### src/rtl/ctu_efc_dr_shft_pkg.sv
// Shared CTU JTAG definitions: DR shift FSM state encoding and default DR width.
package ctu_efc_dr_shft_pkg;

    // Default efuse data-register length in bits
    localparam int DR_WIDTH = 32;

    // Two-bit state encoding shared with other CTU JTAG controllers
    localparam logic [1:0] ST_IDLE  = 2'd0;
    localparam logic [1:0] ST_CAPT  = 2'd1;
    localparam logic [1:0] ST_SHIFT = 2'd2;
    localparam logic [1:0] ST_DONE  = 2'd3;

    typedef enum logic [1:0] {
        IDLE  = ST_IDLE,
        CAPT  = ST_CAPT,
        SHIFT = ST_SHIFT,
        DONE  = ST_DONE
    } dr_state_t;

endpackage

### src/rtl/ctu_efc_dr_shft.sv
// CTU-side DR shift controller for the efuse cluster: one start request runs an
// optional capture followed by a WIDTH-bit shift that writes dr_wr_data into the
// efuse register while collecting its previous content into dr_rd_data.
module ctu_efc_dr_shft
    import ctu_efc_dr_shft_pkg::*;
#(
    parameter int WIDTH = DR_WIDTH
) (
    input  logic             tck,
    input  logic             tck_rst,
    input  logic             dr_start,
    input  logic             dr_capture_en,
    input  logic [WIDTH-1:0] dr_wr_data,
    output logic             dr_busy,
    output logic             dr_done,
    output logic [WIDTH-1:0] dr_rd_data,
    output logic             ctu_efc_capturedr,
    output logic             ctu_efc_shiftdr,
    output logic             ctu_efc_data_in,
    input  logic             efc_ctu_data_out
);

    // One extra count bit so the final increment to WIDTH never wraps
    localparam int CW = $clog2(WIDTH) + 1;
    localparam logic [CW-1:0] CNT_LAST = CW'(WIDTH - 1);
    localparam logic [CW-1:0] CNT_ONE  = CW'(1);

    dr_state_t        state;
    logic [CW-1:0]    bit_cnt;
    logic [WIDTH-1:0] tx_sr;
    logic [WIDTH-1:0] rx_sr;

    // Sequencing FSM and shift counter; start is only honoured in IDLE
    always_ff @(posedge tck or posedge tck_rst) begin
        if (tck_rst) begin
            state   <= IDLE;
            bit_cnt <= '0;
        end else begin
            unique case (state)
                IDLE: begin
                    if (dr_start) begin
                        bit_cnt <= '0;
                        state   <= dr_capture_en ? CAPT : SHIFT;
                    end
                end
                CAPT: begin
                    state <= SHIFT;
                end
                SHIFT: begin
                    bit_cnt <= bit_cnt + CNT_ONE;
                    if (bit_cnt == CNT_LAST) begin
                        state <= DONE;
                    end
                end
                DONE: begin
                    state <= IDLE;
                end
            endcase
        end
    end

    // Write and read shifters: load on acceptance, shift MSB-first while in SHIFT
    always_ff @(posedge tck or posedge tck_rst) begin
        if (tck_rst) begin
            tx_sr <= '0;
            rx_sr <= '0;
        end else if (state == IDLE && dr_start) begin
            tx_sr <= dr_wr_data;
        end else if (state == SHIFT) begin
            tx_sr <= {tx_sr[WIDTH-2:0], 1'b0};
            rx_sr <= {rx_sr[WIDTH-2:0], efc_ctu_data_out};
        end
    end

    // Outputs decode straight from state and shifter flops, no input feedthrough
    assign ctu_efc_capturedr = (state == CAPT);
    assign ctu_efc_shiftdr   = (state == SHIFT);
    assign ctu_efc_data_in   = tx_sr[WIDTH-1];
    assign dr_busy           = (state != IDLE);
    assign dr_done           = (state == DONE);
    assign dr_rd_data        = rx_sr;

endmodule

### config.mk
export PLATFORM = sky130hd
export DESIGN_NAME = ctu_efc_dr_shft
export DESIGN_NICKNAME = d
export VERILOG_FILES = /design/src/rtl/ctu_efc_dr_shft_pkg.sv /design/src/rtl/ctu_efc_dr_shft.sv
export SDC_FILE = /design/constraint.sdc
export NUM_CORES = 1
export LEC_CHECK = 0
export ABC_AREA = 1
export BUFFER_PORTS_ARGS = -buffer_cell sky130_fd_sc_hd__buf_2
export CORE_ASPECT_RATIO = 1.25
export CORE_MARGIN = 2
export CORE_UTILIZATION = 50
export DETAILED_ROUTE_END_ITERATION = 10
export MAX_ROUTING_LAYER = met4
export PLACE_DENSITY_LB_ADDON = 0.12
export RECOVER_POWER = 25
export SETUP_SLACK_MARGIN = 0.05
export SLEW_MARGIN = 10
export SYNTH_ARGS = -nofsm -noshare
export SYNTH_HDL_FRONTEND = slang
export SYNTH_SLANG_ARGS = --single-unit
export TNS_END_PERCENT = 5
### constraint.sdc
create_clock -name tck -period 2.9 [get_ports tck]
set_input_delay 0.58 -clock tck [delete_from_list [all_inputs] [get_ports tck]]
set_output_delay 0.58 -clock tck [all_outputs]
set_load 0.03 [all_outputs]
Yosys cells after proc, flatten, opt, wreduce, memory -nomap -nowiden:

Index checks and enable logic that the tools add are counted.

* latch bits: 0
* memories kept: 0
* output and inout bits: 37
* RAM bits: 0
* logic and storage cells: 28
* register bits: 72
* bits in read-only memories: 0
* input bits: 37

* mux-type cells: 8
* bitwise gates (word level): 1
* $lt $le $gt $ge: 0
* shift operators: 0
* divide/modulo/power cells: 0
* add/subtract/negate cells: 1
* multipliers: 0
* equality and inequality tests: 6
* reductions and logical operators: 8

Operators by type and width (count)
* $mux W32: 2
* $pmux W6 S2: 1
* $pmux W2 S4: 1
* $add A6 B1 Y6 const B: 1
* $eq A6 B5 Y1 const B: 1
* $mux W2: 3
* $mux W6: 1
* $reduce_and A2 Y1: 3
* $reduce_bool A2 Y1: 3
* $eq A2 B2 Y1 const B: 2
* $eq A2 B1 Y1 const B: 1
* $logic_not A2 Y1: 1
* $ne A2 B1 Y1 const B: 1
* $ne A2 B2 Y1 const B: 1
* $logic_and A1 B1 Y1: 1
* $not A1 Y1: 1

Logic depth before layout (Yosys ltp):

Gate-level depths: netlist (run 1).

* word-level depth: 4
* mapped depth: 10
* depth with buffers taken out: 9

Worst setup path before layout (run 1):

OpenSTA, ideal clock, no wires.

* path kind: flip-flop to flip-flop
* start: register state[0]
* end: register rx_sr[10], in the netlist dr_rd_data[10]
* required time: 2782 ps
* slack: 1238 ps
* path buffers: 4
* period minus slack after synthesis: 1662 ps
* setup time: 118 ps
* arrival time: 1544 ps
* cell stages (with the launch flop): 10
* cell sequence: dfrtp_1 inv_1 ha_1 buf_4 inv_4 buf_6 buf_6 buf_6 nand2_1 nand2_1

* elaborated cells on any way between the ends: 5
* those cells by class: 1 x eq/ne; 1 x bitwise; 3 x reduce/logical

RTL lines
* start, declared: line ctu_efc_dr_shft.sv:28 `dr_state_t state;`
* start signal, assigned: line ctu_efc_dr_shft.sv:43 `state <= dr_capture_en ? CAPT : SHIFT;`
* $eq A2 B2 Y1
* named net ctu_efc_shiftdr: line ctu_efc_dr_shft.sv:18 `output logic ctu_efc_shiftdr,`
* $reduce_and A2 Y1 (no source line)
* end signal, assigned: line ctu_efc_dr_shft.sv:71 `rx_sr <= {rx_sr[WIDTH-2:0], efc_ctu_data_out};`
* end, declared: line ctu_efc_dr_shft.sv:31 `logic [WIDTH-1:0] rx_sr;`

The timed path passes the listed nets, and every way through them passes these cells.
A chain may end at the register's enable or synchronous reset.

==> results.yml, run 1 <==
logic_synthesis:
  ys_ff_latch: 72
  synth_edf_count: 0
  async_flop_share_pct: 100
  syn_area_sq_um: 3230
  yosys.cell_types.count: 23
  syn_avg_cell_area_sq_um: 8.59
  seq_area_frac_synth_pct: 55.8
  synth_cells: 376
  yosysMostFrequentCell: "nand2_1"
  yosysTopAreaCellShare_pct: 55.8
  synthTopCellsByCount: "nand2_1 (115), dfrtp_1 (72), o21ai_0 (52), inv_1 (39), o21ai_1 (35)"
  yosysWarnings: 0
  synth-main-ff-cell: "dfrtp_1"
  synth_area_leaders: "dfrtp_1 (56%), nand2_1 (13%), o21ai_0 (8.1%)"
  synth_fp_nets: 419
  yosysTopAreaCell: "dfrtp_1"
route:
  wl_met3_um: 318
  drtIter0Drc: 144
  met1_length_um: 2900
  routedWlPerCell_um: 11.9
  met2_wirelength_um: 2940
  vias: 2625
  route.detailed.drc: 0
  antenna_left: 0
  top_layer: "met4"
  via_per_inst: 4.96
  routed_wl_um: 6270
  firstDrtPassIters: 6
cells_and_area:
  num-nets-final: 485
  drive_gt1_share_pct: 21.2
  finalCoreUtilization_pct: 60.3
  antennaDiodeCount: 0
  multi_input_area_sq_um: 1140
  regArea_sq_um: 1800
  design_area_sq_um: 3740
  synthToLayoutAreaGrowth_pct: 15.8
  fill_cells: 578
clock_tree:
  cts_buffers: 9
  clkSinkCount: 72
  clkTransAtPathRegs_ps: 70
  ctsHoldBuffers: 0
  cts_resized: 0
  clock_latency_ps: 330
  clockBufferDepth: 2
  cts_root_buf: "clkbuf_8"
  postCtsSetupBuffers: 0
  cts_tree: "built"
  htreeDepth: 3
global_route:
  grt_pass1_wl_um: 10600
  grt-ovfl-total: 0
  grt_use_total_pct: 20.0
  antenna_found_initial: 0
  grt_max_degree: 67
  first_global_vias: 2480
pwr:
  power_uw: 3950
  power.density_nw_per_um2: 1060
  p_leak_uw: 0.00208
  comb_power_share_pct: 43.6
  switching_share_pct: 43.3
  pwr-share-seq_pct: 39.4
  p_int_uw: 2240
  clock_power_share_pct: 17.0
  switching_power_uw: 1710
  vdd_ir_drop_max_uv: 682
floorplanning:
  core_area_sq_um: 6210
  dieArea_sq_um: 7120
  die_h_um: 93.9
  rows: 32
  die_w_um: 75.9
  io_pins: 74
  initial_core_util_pct: 52.1
timing:
  fmax_ghz: 0.477
  worstMarginPinSlew_ps: 1120
  slew_viol_final: 0
  hold_viol_final: 0
  period_share_pct: 72.2
  tns_ps: 0
  finalCriticalPeriod_ps: 2090
  max-slew-margin-rel_pct: 25.3
  rsz0062_at_grt: "false"
  setup_slack_ps: 805
  final-setup-viol-count: 0
  clock_skew_ps: 4.91
job:
  drv_cap: 0
critical_path:
  critPathSlowestCell: "clkbuf_2"
  r2r-end: "tx_sr[12]"
  worstSetupStartpointType: "input pin"
  cp-end-kind: "async pin"
  critical_path.endpoint: "state[1]"
  r2r_cells: 7
  max_stage_delay_ps: 990
  cp.arrival_ps: 2380
  rrSetupSlack_ps: 940
  path_class: "input pin to async pin"
  worst_setup_path_startpoint: "tck_rst"
  crit_chain: "buf_2 > inv_1 > clkbuf_2"
  worst_ep_required_time_ps: 3180
  crit_fanout: 47
  r2r-start: "state[0]"
placed_design:
  io_buffers: 73
  hpwl_um: 4140
  pre_cts_ws_ps: 949
  routabilityCongestion: 0.801
  dpl_cell_area_sq_um: 3600
worst_hold_path:
  hp-class: "input pin to flip-flop"
  holdPathStages: 3
run_status:
  status: "completed"
## final cells by class
class                           instances  share of cell area [%]
Clock buffer                           12                    4.15
Clock inverter                          1                   0.134
Inverter                               40                    4.08
Multi-Input combinational cell        243                    30.4
Sequential cell                        72                    48.1
Tap cell                               85                    2.84
Timing Repair Buffer                   76                    10.3
## placed cells by master, fill, tap and decap left out, drive strengths merged, types with 5 or more instances in the layout
cell type    n
clkbuf      13
buf         75
nand2      118
inv         40
a21oi        5
ha           6
nor2         5
dfrtp       72
o21ai       88
nand3       14
## critical path, delay by kind of cell
family | cells | cell delay, ps
buf+inv | 3 | 1780
## registers in the layout (all words and copies together) (netlist names)
signal	count
dr_rd_data	32
tx_sr	32
bit_cnt	6
state	2
## power groups by stage
| stage | Sequential [uW] | Combinational, uW | Clock, uW |
|---|---|---|---|
| after CTS | 1560 | 1760 | 693 |
| final | 1560 | 1720 | 672 |
| after global placement | 1570 | 1710 | 0 |
| after floorplan | 1770 | 1250 | 0 |
| after global routing | 1610 | 1990 | 738 |
| after detailed placement | 1580 | 1750 | 0 |
## worst min-delay path by stage
stage,slack [ps],start,end
2_1_floorplan,480,tx_sr[30],tx_sr[30]
3_3_place_gp,450,dr_rd_data[31],dr_rd_data[31]
3_5_place_dp,460,dr_rd_data[31],dr_rd_data[31]
4_1_cts,310,tck_rst,dr_rd_data[0]
5_1_grt,470,efc_ctu_data_out,dr_rd_data[0]
6_report,450,efc_ctu_data_out,dr_rd_data[0]
## per-stage QoR
step | cells | hold WS [ps]
3_3_place_gp | 516 | 454
2_1_floorplan | 376 | 482
6_report | 529 | 453
4_1_cts | 529 | 313
3_5_place_dp | 516 | 465
5_1_grt | 529 | 468
## logic make-up after synthesis
logic type | share of synthesized area [%]
AO/OA/AOI/OAI | 15.0
AND/OR/NAND/NOR | 17.9
buffers and inverters | 9.06
flip-flops | 55.8
adder cells (fa/ha/maj) | 2.32
## layer usage
layer | track usage (%) | vias up
met1 | 25.0 | 1219
met2 | 31.7 | 67
met5 | - | -
met4 | 8.48 | 0
met3 | 3.33 | 11
li1 | - | 1328
Power figures use the tool's default switching activity.
==> run 2: changes to the inputs <==
==> constraint.sdc (replaced) <==
create_clock -name tck -period 2 [get_ports tck]
set_input_delay 0.4 -clock tck [delete_from_list [all_inputs] [get_ports tck]]
set_output_delay 0.4 -clock tck [all_outputs]
set_load 0.03 [all_outputs]
==> run 2 against run 1 <==
Sequential share of layout area fell by 0.82 points; final area rose by 1.7%; die area did not move; critical path depth did not move; hold slack got worse by 290 ps; worst setup slack got worse by 620 ps.
==> results.yml, run 2 (synthesized netlist as in run 1, its figures left out) <==
worst_hold_path:
  hp-class: "input pin to async pin"
critical_path:
  worst_ep_required_time_ps: 1600
  path_class: "flip-flop to output port"
  critPathSlowestCell: "dfrtp_1"
  cp.depth: 3
  r2r-start: "state[0]"
  crit_chain: "inv_1 > ha_1 > buf_2"
  worstSetupStartpointType: "flip-flop"
  cp-end-kind: "output port"
  r2r_cells: 6
  cp.arrival_ps: 1410
  cpLargestDelayFamily: "flip-flops"
  max_stage_delay_ps: 410
  rrSetupSlack_ps: 350
  crit_buf_inv: 2
  crit_fanout: 6
  r2r-end: "tx_sr[10]"
pwr:
  p_int_uw: 3370
  p_leak_uw: 0.00210
  comb_power_share_pct: 43.0
  switching_share_pct: 43.0
  clock_power_share_pct: 18.8
  vdd_ir_drop_max_uv: 704
  pwr-share-seq_pct: 38.2
  power_uw: 5920
  power.density_nw_per_um2: 1550
  switching_power_uw: 2540
placed_design:
  hpwl_um: 4190
  io_buffers: 73
  routabilityCongestion: 0.739
global_route:
  grt_use_total_pct: 19.5
  antenna_found_initial: 0
  first_global_vias: 2432
  grt-ovfl-total: 0
  grt_max_degree: 57
  grt_pass1_wl_um: 10500
timing:
  worstMarginPinSlew_ps: 806
  rsz0062_at_grt: "false"
  final-setup-viol-count: 0
  slew_viol_final: 0
  finalCriticalPeriod_ps: 1810
  clock_skew_ps: 7.79
  hold_viol_final: 0
  fmax_ghz: 0.551
  period_share_pct: 90.7
  tns_ps: 0
  max-slew-margin-rel_pct: 46.0
clock_tree:
  cts_resized: 0
  clockBufferDepth: 2
  cts_tree: "built"
  htreeDepth: 3
  postCtsSetupBuffers: 0
  cts_root_buf: "clkbuf_8"
  ctsHoldBuffers: 0
  clock_latency_ps: 340
  clkTransAtPathRegs_ps: 80
  clkSinkCount: 72
  cts_buffers: 9
cells_and_area:
  num-nets-final: 487
  drive_gt1_share_pct: 22.5
  mostFrequentLayoutCells: "nand2_1 (115), buf_2 (73), dfrtp_1 (72), o21ai_0 (52), inv_1 (38)"
  final_common_cell: "nand2_1"
  fill_cells: 556
  multi_input_area_sq_um: 1140
  antennaDiodeCount: 0
  regArea_sq_um: 1800
  synthToLayoutAreaGrowth_pct: 17.9
job:
  drv_cap: 0
floorplanning:
  io_pins: 74
  rows: 32
  core_area_sq_um: 6210
  dieArea_sq_um: 7120
  die_h_um: 93.9
  initial_core_util_pct: 52.1
  die_w_um: 75.9
run_status:
  status: "completed"
route:
  route.detailed.drc: 0
  routed_wl_um: 6210
  via_per_inst: 4.93
  vias: 2630
  drtIter0Drc: 219
  routedWlPerCell_um: 11.6
  firstDrtPassIters: 4
  antenna_left: 0
==> run 2: area by class of cell <==
cell class	count	share of cell area (%)
Multi-Input combinational cell	243	29.8
Clock buffer	9	3.25
Inverter	40	4.04
Sequential cell	72	47.3
Timing Repair Buffer	78	10.9
Tap cell	85	2.79
Clock inverter	7	1.84
==> run 2: through the flow <==
step / utilization (%) / area (sq um) / hold slack, ps / instances / setup WS (ps)
finish: 61.4 / 3810 / 159 / 534 / 187
global route: 61.4 / 3810 / 213 / 534 / 78.4
detailed placement: 58.5 / 3630 / 436 / 518 / 354
global placement: 58.5 / 3630 / 435 / 518 / 409
CTS: 61.6 / 3820 / 65.2 / 534 / 163
floorplan: - / 3230 / 482 / 376 / 338
==> run 2: worst max-delay path by stage <==
stage	from	to	slack, ps
after detailed placement	state[0]	tx_sr[10]	350
after global routing	state[0]	ctu_efc_shiftdr	80
after floorplan	state[0]	dr_rd_data[10]	340
after CTS	state[0]	ctu_efc_shiftdr	160
final	state[0]	ctu_efc_shiftdr	190
after global placement	state[0]	tx_sr[11]	410
==> run 2: power by group through the flow <==
stage,clock [uW],combinational (uW),sequential [uW]
finish,1110,2540,2260
global route,1220,2920,2330
CTS,1150,2580,2270
detailed placement,0,2570,2290
global placement,0,2520,2280
floorplan,0,1810,2570
==> run 2: worst register-to-register path: stages, from the launching register on <==
cell and delay, ps:
dfrtp_1 400, inv_1 90, ha_1 220, nand2_2 170
buf_12 250, nand2_4 210, o21ai_0 220
==> run 2: per-layer routing <==
layer / track usage [%] / part of all wire, % / vias up
met2: 30.5 / 46 / 59
met5: - / 0 / -
met3: 2.90 / 4.2 / 8
li1: - / - / 1337
met1: 25.0 / 48 / 1226
met4: 8.33 / 1.8 / 0
==> run 3: changes to the inputs <==
--- a/config.mk
+++ b/config.mk
@@ -9,7 +9,9 @@
 export BUFFER_PORTS_ARGS = -buffer_cell sky130_fd_sc_hd__buf_2
 export CORE_ASPECT_RATIO = 1.25
 export CORE_MARGIN = 2
-export CORE_UTILIZATION = 50
+export CORE_UTILIZATION = 25
+export CTS_BUF_LIST = sky130_fd_sc_hd__clkbuf_2 sky130_fd_sc_hd__clkbuf_4 sky130_fd_sc_hd__clkbuf_8
+export CTS_CLUSTER_DIAMETER = 50
 export DETAILED_ROUTE_END_ITERATION = 10
 export MAX_ROUTING_LAYER = met4
 export PLACE_DENSITY_LB_ADDON = 0.12
==> run 3 against run 2 <==
Maximum frequency grew 2.3%; clock-buffer cell count grew 4; clock skew grew 1.3 ps; largest cell class unchanged; first-iteration DRC count shrank 53%; non-clock buffer count grew 1; final area grew 2.8%; flip-flop and latch count is the same; combinational power grew 2%; final cell count grew 16%; highest routed layer unchanged; total power grew 0.58%.
==> results.yml, run 3 (synthesized netlist as in run 1, its figures left out) <==
run_status:
  status: "completed"
global_route:
  grt_pass1_wl_um: 12600
  grt_use_total_pct: 12.0
  grt_use_met2_pct: 16.9
  met1_usage_pct: 16.3
  busiest_layer: "met2"
  antenna_found_initial: 0
  first_global_vias: 2478
  grt_max_degree: 67
  grt-ovfl-total: 0
  grt_util_met3_pct: 2.32
clock_tree:
  htreeDepth: 3
  cts_tree: "built"
  ctsHoldBuffers: 0
  clkSinkCount: 72
  clockBufferDepth: 2
  clock_latency_ps: 350
  cts_root_buf: "clkbuf_8"
  cts_buffers: 9
  clkTransAtPathRegs_ps: 70
floorplanning:
  dieArea_sq_um: 13900
  rows: 46
  die_h_um: 131
  die_w_um: 106
  core_area_sq_um: 12700
  io_pins: 74
  initial_core_util_pct: 25.5
critical_path:
  r2r_cells: 6
  crit_chain: "inv_1 > ha_2 > buf_4 > o21ai_0 > nand3_1 > nand2_1"
  r2r-end: "state[0]"
  worstSetupStartpointType: "flip-flop"
  path_class: "flip-flop to flip-flop"
  cp-end-kind: "flip-flop"
  max_stage_delay_ps: 410
  worst_ep_required_time_ps: 2240
  critPathSlowestCell: "dfrtp_1"
  r2r-start: "state[0]"
  rrSetupSlack_ps: 230
  cp.arrival_ps: 2010
  crit_fanout: 40
placed_design:
  hpwl_um: 4850
  io_buffers: 73
  routabilityCongestion: 0.736
  dp_cells: 602
cells_and_area:
  antennaDiodeCount: 0
  final_common_cell: "nand2_1"
  synthToLayoutAreaGrowth_pct: 21.1
  num-nets-final: 488
  fin_cells: 618
  mostFrequentLayoutCells: "nand2_1 (115), buf_2 (73), dfrtp_1 (72), o21ai_0 (52), inv_1 (38)"
  fill_cells: 1435
  drive_gt1_share_pct: 22.9
worst_hold_path:
  hp-class: "input pin to async pin"
route:
  route.detailed.drc: 0
  routed_wl_um: 7570
  antenna_left: 0
  firstDrtPassIters: 6
  via_per_inst: 4.32
  drtIter0Drc: 102
  vias: 2670
  routedWlPerCell_um: 12.3
timing:
  period_share_pct: 88.6
  slew_viol_final: 0
  finalCriticalPeriod_ps: 1770
  tns_ps: 0
  max-slew-margin-rel_pct: 34.1
  worstMarginPinSlew_ps: 982
  final-setup-viol-count: 0
  rsz0062_at_grt: "false"
  clock_skew_ps: 9.14
  fmax_ghz: 0.564
  hold_viol_final: 0
job:
  drv_cap: 0
pwr:
  p_leak_uw: 0.00211
  vdd_ir_drop_max_uv: 484
  power.density_nw_per_um2: 1520
[run 3: power breakdown]
part           internal, uW  switching [uW]
logic                   787            1820
registers              2010             243
clock network           560             540
total                  3350            2600
[run 3: final cells by class]
type                    instances  area (sq um)  area share [%]
clock inverters                 3          15.0           0.384
flip-flops and latches         72          1800            46.1
multi-input cells             243          1140            29.1
inverters                      40           156            4.00
repair buffers                 79           418            10.7
clock buffers                  13           173            4.41
well taps                     168           210            5.37
[run 3: critical path: cells and delay by family, from the launching register on]
family | cells | cell delay [ps]
compound gates | 1 | 270
simple gates | 2 | 210
flops | 1 | 410
fa+ha+maj | 1 | 250
buf+inv | 2 | 510
[run 3: per-layer routing]
metal	vias to the layer above	share of wire, %
met5	-	0
met4	0	1.8
met3	9	4.8
met2	65	44
met1	1258	50
li1	1338	-
[run 3: worst max-delay path by stage]
stage	start	endpoint	slack, ps	cells past startpoint
2_1_floorplan	state[0]	dr_rd_data[10]	340	9
3_3_place_gp	state[0]	tx_sr[10]	90	5
3_5_place_dp	state[0]	tx_sr[11]	50	5
4_1_cts	state[0]	tx_sr[25]	60	5
5_1_grt	state[0]	tx_sr[25]	70	5
6_report	state[0]	state[0]	230	6
[run 3: stage by stage]
stage / worst slack (ps) / area, sq um / util [%] / hold WS (ps) / power (uW)
after CTS: 56.9 / 3940 / 31.1 / 88.5 / 6080
final: 228 / 3910 / 30.9 / 206 / 5950
after detailed placement: 54.3 / 3750 / 29.7 / 463 / 4950
after global routing: 74.7 / 3910 / 30.9 / 256 / 6530
after global placement: 93.3 / 3750 / 29.7 / 457 / 4920
after floorplan: 338 / 3230 / - / 482 / 4380
[run 3: timing repair]
action                     in CTS  in global routing
gates resized for setup         0                  1
setup endpoints to repair       0                 28
setup buffers                   0                  0
